==> src/rtl/fft_stream_pkg.sv <==
// fft_stream_pkg
//   Shared types and helpers for the FFT result streamer.
//   stream_state_t : streamer FSM states (IDLE, STREAM)
//   cplx_t         : one complex bin at the default 32-bit word width,
//                    packed as {re, im}, both two's complement
//   idx_last()     : index of the final bin for a given bin count
package fft_stream_pkg;

  localparam int DEF_WIDTH = 32;

  typedef enum logic {
    IDLE   = 1'b0,
    STREAM = 1'b1
  } stream_state_t;

  typedef struct packed {
    logic signed [DEF_WIDTH/2-1:0] re;
    logic signed [DEF_WIDTH/2-1:0] im;
  } cplx_t;

  // Index of the final bin in a frame of the given size.
  function automatic int idx_last(input int samples);
    return samples - 1;
  endfunction

endpackage

==> src/rtl/cplx_mag_est.sv <==
// cplx_mag_est
//   Combinational magnitude estimate of one complex bin word:
//     mag = max(|re|,|im|) + (min(|re|,|im|) >> 1)
//   computed in WIDTH/2+1 bits so |most-negative| is exact (no saturation).
// Ports:
//   word  in  WIDTH  packed {re[WIDTH-1:WIDTH/2], im[WIDTH/2-1:0]}
//   mag   out WIDTH  zero-extended magnitude estimate
module cplx_mag_est
  import fft_stream_pkg::*;
#(
  parameter int WIDTH = 32
) (
  input  logic [WIDTH-1:0] word,
  output logic [WIDTH-1:0] mag
);

  localparam int H = WIDTH / 2;

  logic [H:0] re_x;
  logic [H:0] im_x;
  logic [H:0] abs_re;
  logic [H:0] abs_im;
  logic [H:0] hi;
  logic [H:0] lo;
  logic [H:0] sum;

  // Sign-extend each half by one bit, take absolute values, then max + min/2.
  always_comb begin
    re_x = {word[WIDTH-1], word[WIDTH-1:H]};
    im_x = {word[H-1], word[H-1:0]};
    if (re_x[H]) begin
      abs_re = (H+1)'(0) - re_x;
    end else begin
      abs_re = re_x;
    end
    if (im_x[H]) begin
      abs_im = (H+1)'(0) - im_x;
    end else begin
      abs_im = im_x;
    end
    if (abs_re >= abs_im) begin
      hi = abs_re;
      lo = abs_im;
    end else begin
      hi = abs_im;
      lo = abs_re;
    end
    // max <= 2^(H-1) and min/2 <= 2^(H-2), so the sum cannot overflow H+1 bits.
    sum = hi + (lo >> 1);
    mag = {{(WIDTH-H-1){1'b0}}, sum};
  end

endmodule

==> src/rtl/fft_bin_streamer.sv <==
// fft_bin_streamer
//   Snapshots the parallel FFT result array on load and streams the bins
//   out one per transfer over a valid/ready interface.
//   Optional feature macro: FFT_MAG_EN -- when defined, out_data carries the
//   magnitude estimate of each bin instead of the raw word.
// Ports:
//   clk, rst          clock, asynchronous active-high reset
//   load              snapshot request, accepted only in IDLE
//   bins_in[SAMPLES]  result bins, bin k at [k]
//   out_valid/ready   stream handshake
//   out_data          bin word (or magnitude), out_index bin number,
//   out_last          final bin of frame
//   busy              frame held and not fully drained
//   done              one-cycle pulse after the final transfer
//   overrun           sticky: load seen while streaming
module fft_bin_streamer
  import fft_stream_pkg::*;
#(
  parameter int SAMPLES = 4,
  parameter int WIDTH   = 32
) (
  input  logic                       clk,
  input  logic                       rst,
  input  logic                       load,
  input  logic [WIDTH-1:0]           bins_in [SAMPLES],
  output logic                       out_valid,
  input  logic                       out_ready,
  output logic [WIDTH-1:0]           out_data,
  output logic [$clog2(SAMPLES)-1:0] out_index,
  output logic                       out_last,
  output logic                       busy,
  output logic                       done,
  output logic                       overrun
);

  localparam int IW   = $clog2(SAMPLES);
  localparam int LAST = idx_last(SAMPLES);

  stream_state_t    state;
  logic [WIDTH-1:0] bin_buf [SAMPLES];
  logic [IW-1:0]    rd_idx;
  logic [IW-1:0]    nxt_idx;
  logic             xfer;
  logic             last_beat;
  logic             accept;
  logic [WIDTH-1:0] src_word;
  logic [WIDTH-1:0] beat_word;

  // Next-beat selection: the word presented after this edge is either bin 0
  // of the incoming frame (on accept) or the following buffered bin.
  always_comb begin
    nxt_idx   = rd_idx + IW'(1);
    xfer      = (state == STREAM) && out_ready;
    last_beat = (rd_idx == IW'(LAST));
    accept    = (state == IDLE) && load;
    if (state == IDLE) begin
      src_word = bins_in[0];
    end else begin
      src_word = bin_buf[nxt_idx];
    end
  end

`ifdef FFT_MAG_EN
  cplx_mag_est #(
    .WIDTH (WIDTH)
  ) u_mag (
    .word (src_word),
    .mag  (beat_word)
  );
`else
  assign beat_word = src_word;
`endif

  // Snapshot buffer; contents are don't-care after reset so it carries no reset.
  always_ff @(posedge clk) begin
    if (accept) begin
      for (int k = 0; k < SAMPLES; k++) begin
        bin_buf[k] <= bins_in[k];
      end
    end
  end

  // Streamer FSM with registered stream outputs and status flags.
  always_ff @(posedge clk or posedge rst) begin
    if (rst) begin
      state     <= IDLE;
      rd_idx    <= '0;
      out_valid <= 1'b0;
      out_data  <= '0;
      out_index <= '0;
      out_last  <= 1'b0;
      busy      <= 1'b0;
      done      <= 1'b0;
      overrun   <= 1'b0;
    end else begin
      done <= 1'b0;
      case (state)
        IDLE: begin
          if (load) begin
            state     <= STREAM;
            rd_idx    <= '0;
            overrun   <= 1'b0;
            out_valid <= 1'b1;
            busy      <= 1'b1;
            out_index <= '0;
            out_last  <= 1'b0;
            out_data  <= beat_word;
          end
        end
        STREAM: begin
          // Any load while streaming, including on the final transfer, is dropped.
          if (load) begin
            overrun <= 1'b1;
          end
          if (xfer) begin
            if (last_beat) begin
              state     <= IDLE;
              rd_idx    <= '0;
              out_valid <= 1'b0;
              busy      <= 1'b0;
              out_index <= '0;
              out_last  <= 1'b0;
              out_data  <= '0;
              done      <= 1'b1;
            end else begin
              rd_idx    <= nxt_idx;
              out_index <= nxt_idx;
              out_last  <= (nxt_idx == IW'(LAST));
              out_data  <= beat_word;
            end
          end
        end
        default: begin
          state <= IDLE;
        end
      endcase
    end
  end

endmodule

==> config.mk <==
export PLATFORM = sky130hd
export DESIGN_NAME = fft_bin_streamer
export DESIGN_NICKNAME = d
export VERILOG_FILES = /design/src/rtl/fft_stream_pkg.sv /design/src/rtl/cplx_mag_est.sv /design/src/rtl/fft_bin_streamer.sv
export SDC_FILE = /design/constraint.sdc
export NUM_CORES = 1
export LEC_CHECK = 0
export CAP_MARGIN = 40
export CORE_ASPECT_RATIO = 0.8
export CORE_UTILIZATION = 43
export CTS_BUF_LIST = sky130_fd_sc_hd__clkbuf_4 sky130_fd_sc_hd__clkbuf_8
export DETAILED_ROUTE_END_ITERATION = 8
export PLACE_DENSITY_LB_ADDON = 0.1
export SLEW_MARGIN = 20
export SYNTH_ARGS = -nofsm -noshare
export SYNTH_HDL_FRONTEND = slang
export SYNTH_HIERARCHICAL = 1
export SYNTH_SLANG_ARGS = --single-unit
==> constraint.sdc <==
create_clock -name clk -period 3.9 [get_ports clk]
set_input_delay 0.78 -clock clk [delete_from_list [all_inputs] [get_ports clk]]
set_output_delay 0.78 -clock clk [all_outputs]
set_load 0.05 [all_outputs]
# ---- Yosys cells after proc, flatten, opt, wreduce, memory -nomap -nowiden
# Memories as Yosys holds them, arrays and structs flattened.
# Index checks and enable logic that the tools add are counted.
dict set report op_classes {
  addsub 1
  n_eq_ne 6
  muxes 27
  n_bitwise 1
  n_reduce_logical 5
}
# op count
set ops {}
lappend ops {{$mux W32} 4}
lappend ops {{$pmux W32 S2} 1}
lappend ops {{$mux W1} 14}
lappend ops {{$pmux W1 S2} 4}
lappend ops {{$mux W2} 3}
lappend ops {{$eq A2 B2 Y1 const B} 2}
lappend ops {{$ne A2 B1 Y1 const B} 2}
lappend ops {{$ne A2 B2 Y1 const B} 2}
lappend ops {{$pmux W2 S2} 1}
lappend ops {{$reduce_and A2 Y1} 2}
lappend ops {{$reduce_and A3 Y1} 1}
lappend ops {{$add A2 B1 Y2 const B} 1}
lappend ops {{$logic_and A1 B1 Y1} 2}
lappend ops {{$not A1 Y1} 1}
dict set report totals {
  register_bits 39
  ramBits 128
  input_bits 132
  out_inout_bits 39
  word_cells 48
  mem_count 1
}
# name depth word_bits read_ports rd_ports_with_merged_regs write_ports line
set memory_table {}
lappend memory_table {bin_buf 4 32 1 0 4 fft_bin_streamer.sv:40} ;# logic [WIDTH-1:0] bin_buf [SAMPLES];

# ---- Depth between registers and ports, before layout
# An unclocked memory read counts as a cell.
dict set report depth {
  ltp_word 6
  ltp_mapped 8
  depth_no_buf 5
}

# ---- Worst setup path before layout
# No wires, ideal clock.
dict set report synth_timing {
  kind {input to register}
  start {input load}
  end {memory bin_buf[0][0] (enable)}
  setup_time_ns 0.481
  arrival_time_ns 3.474
  setup_slack_ns -0.054
  path_stages 3
  path_buffers 1
  path_cell_list {nand2b_1 clkbuf_1 inv_1}
}
# element line
set synth_lines {}
lappend synth_lines {{start: declaration} fft_bin_streamer.sv:24} ;# input logic load,
lappend synth_lines {{end: declaration} fft_bin_streamer.sv:40}

# ---- Final worst setup path
dict set report layout_timing {
  start {register out_index[0]}
  end {output out_index[0]}
}
# element line
set layout_lines {}
lappend layout_lines {{start: declaration} fft_bin_streamer.sv:29} ;# output logic [$clog2(SAMPLES)-1:0] out_index,
lappend layout_lines {{start signal: assignment} fft_bin_streamer.sv:127} ;# out_index <= nxt_idx;
# No word-level cell between the ends.

==> metrics <==
gr usage total 19.8%; # DRC 22; HP Class register to register; top cell type's share of synthesized area 60.3%; leak pwr 3.13 nW; Power Dens Cells 743 mW/mm2; Worst Setup End Kind output pin; largest net degree at the start of global routing 57; synth cell count leaders 128 x edfxtp_1, 39 x dfrtp_1, 27 x and3_1, 26 x a221o_1, 26 x mux4_2; post-synthesis cell count 327; CTS Buf Count 17; Final GP Congestion 0.732; Core Rows 39; Vias 3,685; violated checks DRC; worst-margin pin slew 786 ps; Synth cell types 24; CTS Sinks 167; Peak VDD IR 352 uV; syn_area_per_cell 19.5 um2; Netlist Area Pre-Place 0.00638 mm2; hold_buf cts 0; initial antenna violation count 0; total routed wirelength 14,100 um; CP Data Required Time 3120 ps; first-pass GRT wire length 21,900 um; Max Cap Violations 0; startpoint types register; grt ovf 0; number of global-route vias before repair 3,898; Critical Path Slowest Stage Cell clkdlybuf4s50_1; most frequent cell after synthesis edfxtp_1; Antenna Cells 0; Routed wire per std cell 20.2 um; Detailed Place HPWL 9180 um; Worst-path clk slew 80 ps; Post-synth top flop edfxtp_1; DRT antenna net count 0; Synth area leaders edfxtp_1 60%, dfrtp_1 15%, mux4_2 9.2%; worst path cell trace buf_4 -> clkdlybuf4s50_1; Setup WS pre-CTS 979 ps; I/O pin cnt 171; Slew Limit Fails 0; Net Count, Synth 461; CTS Root Cell clkbuf_8; core box area 0.0144 mm2; min Tclk post-route 3020 ps; outcome complete, but fails checks; Port Buf Inserts 170; sequential-to-total area share from yosys stat 75.6%; Design Area, Final 0.00872 mm2; Die Ht 111 um; fraction of layout cells with a size suffix above 1 14.1%; worst reg2reg setup slack 1510 ps; critical path type register to output pin; yosys warns 6; Resized Gates After CTS 0; final hold vios 0; ys async rst share 23.4%; starting density of the core 44.3%; CP peak stage delay 920 ps; register bit total from synthesis 167; Die Area 0.0153 mm2; Final WS setup 880 ps; setup TNS 0 ps; Slew HR 46.5%; leading area contributor after synthesis edfxtp_1; Setup-failing EPs final 0; synthesis-to-layout area growth 36.7%; EDFF count, synth 128; crit path max fanout 32; die width 138 um; RSZ-0062 raised after global routing no; DRT Pass-1 Iters 7; TritonCTS clock tree yes; Clk Latency, worst-skew pair 460 ps; H-tree levels 4; post-layout net count 637; fmax 0.331 GHz; worst-case clock buffer depth 2; vias per inst 5.26; Clock Skew 10.0 ps; arrival time at the worst endpoint 2240 ps; Period Utilization, post-route 77.4%; post-layout util 60.6%; Post-DP Area 0.00831 mm2; post-CTS setup buffer count 0; DR iter-0 viols 258
worst max-delay path: cells and delay by family, from the launching register on:
family / cells / cell delay [ps]
buffers and inverters: 2 / 1430
DFF: 1 / 360
logic make-up after synthesis:
| family | after synthesis | share of synthesized area [%] |
|---|---|---|
| compound gates | 42 | 6.12 |
| flops | 167 | 75.6 |
| buf+inv | 27 | 2.20 |
| mux | 41 | 11.6 |
| simple gates | 48 | 4.14 |
| fa+ha+maj | 2 | 0.392 |
per-stage QoR:
stage / instances / power [mW] / hold slack, ps
floorplan: 327 / 4.39 / 604
global placement: 666 / 5.25 / 489
detailed placement: 668 / 5.29 / 501
CTS: 700 / 6.56 / 523
global route: 700 / 6.79 / 541
finish: 700 / 6.48 / 516
area by class of cell:
class                   count  area [um2]
multi-input cells         133        1430
inverters                   4        18.8
clock buffers              19         249
clock inverters            13         156
well taps                 184         230
flip-flops and latches    167        4820
repair buffers            180        1810
fillers                  1056        5680
registers in the layout, summed over array words and instances (netlist names):
name       flops
state          1
done           1
out_data      32
overrun        1
busy           1
out_last       1
out_index      2
bin_buf      128
report_power, final:
part | switching (mW) | total (mW) | internal, mW
Clock | 0.617 | 1.26 | 0.642
Sequential | 0.181 | 2.49 | 2.31
Combinational | 1.57 | 2.73 | 1.16
Total | 2.37 | 6.48 | 4.11
cells in the final DEF (no fill, tap or decap), drive strengths merged, types with 2 or more instances in the layout:
cell,synthesis,layout
clkdlybuf4s50,0,170
edfxtp,128,128
dfrtp,39,39
and3,27,27
mux4,26,26
a221o,26,26
clkbuf,10,19
nor2,14,14
mux2i,13,13
buf,13,10
clkinv,0,7
o21a,6,6
o32a,6,6
clkinvlp,0,4
nand2,3,3
o21ai,3,3
bufinv,0,3
inv,4,3
mux2,2,2
ha,2,2
path summary, 6_finish.rpt:
| check | startpoint | to | cells past startpoint |
|---|---|---|---|
| max in group asynchronous | rst | out_index[0]$_DFFE_PP0P_ | 3 |
| setup reg to reg | out_index[1]$_DFFE_PP0P_ | out_data[3]$_DFFE_PP0P_ | 5 |
| hold / removal | out_data[11]$_DFFE_PP0P_ | out_data[11]$_DFFE_PP0P_ | 1 |
| hold reg to reg | out_data[11]$_DFFE_PP0P_ | out_data[11]$_DFFE_PP0P_ | 1 |
| min in group asynchronous | rst | out_data[26]$_DFFE_PP0P_ | 2 |
| setup / recovery | out_index[0]$_DFFE_PP0P_ | out_index[0] | 2 |
layer usage:
metal / share of wire [%] / global-route usage [%] / wire, um / vias up
met1: 45 / 26.4 / 6330 / 1861
met2: 46 / 29.6 / 6550 / 118
met3: 7.3 / 7.08 / 1030 / 17
met4: 1.4 / 7.87 / 203 / 0
li1: - / - / - / 1689
met5: 0 / 0 / 0 / -
Note: power is estimated with default switching activity, not from simulation.
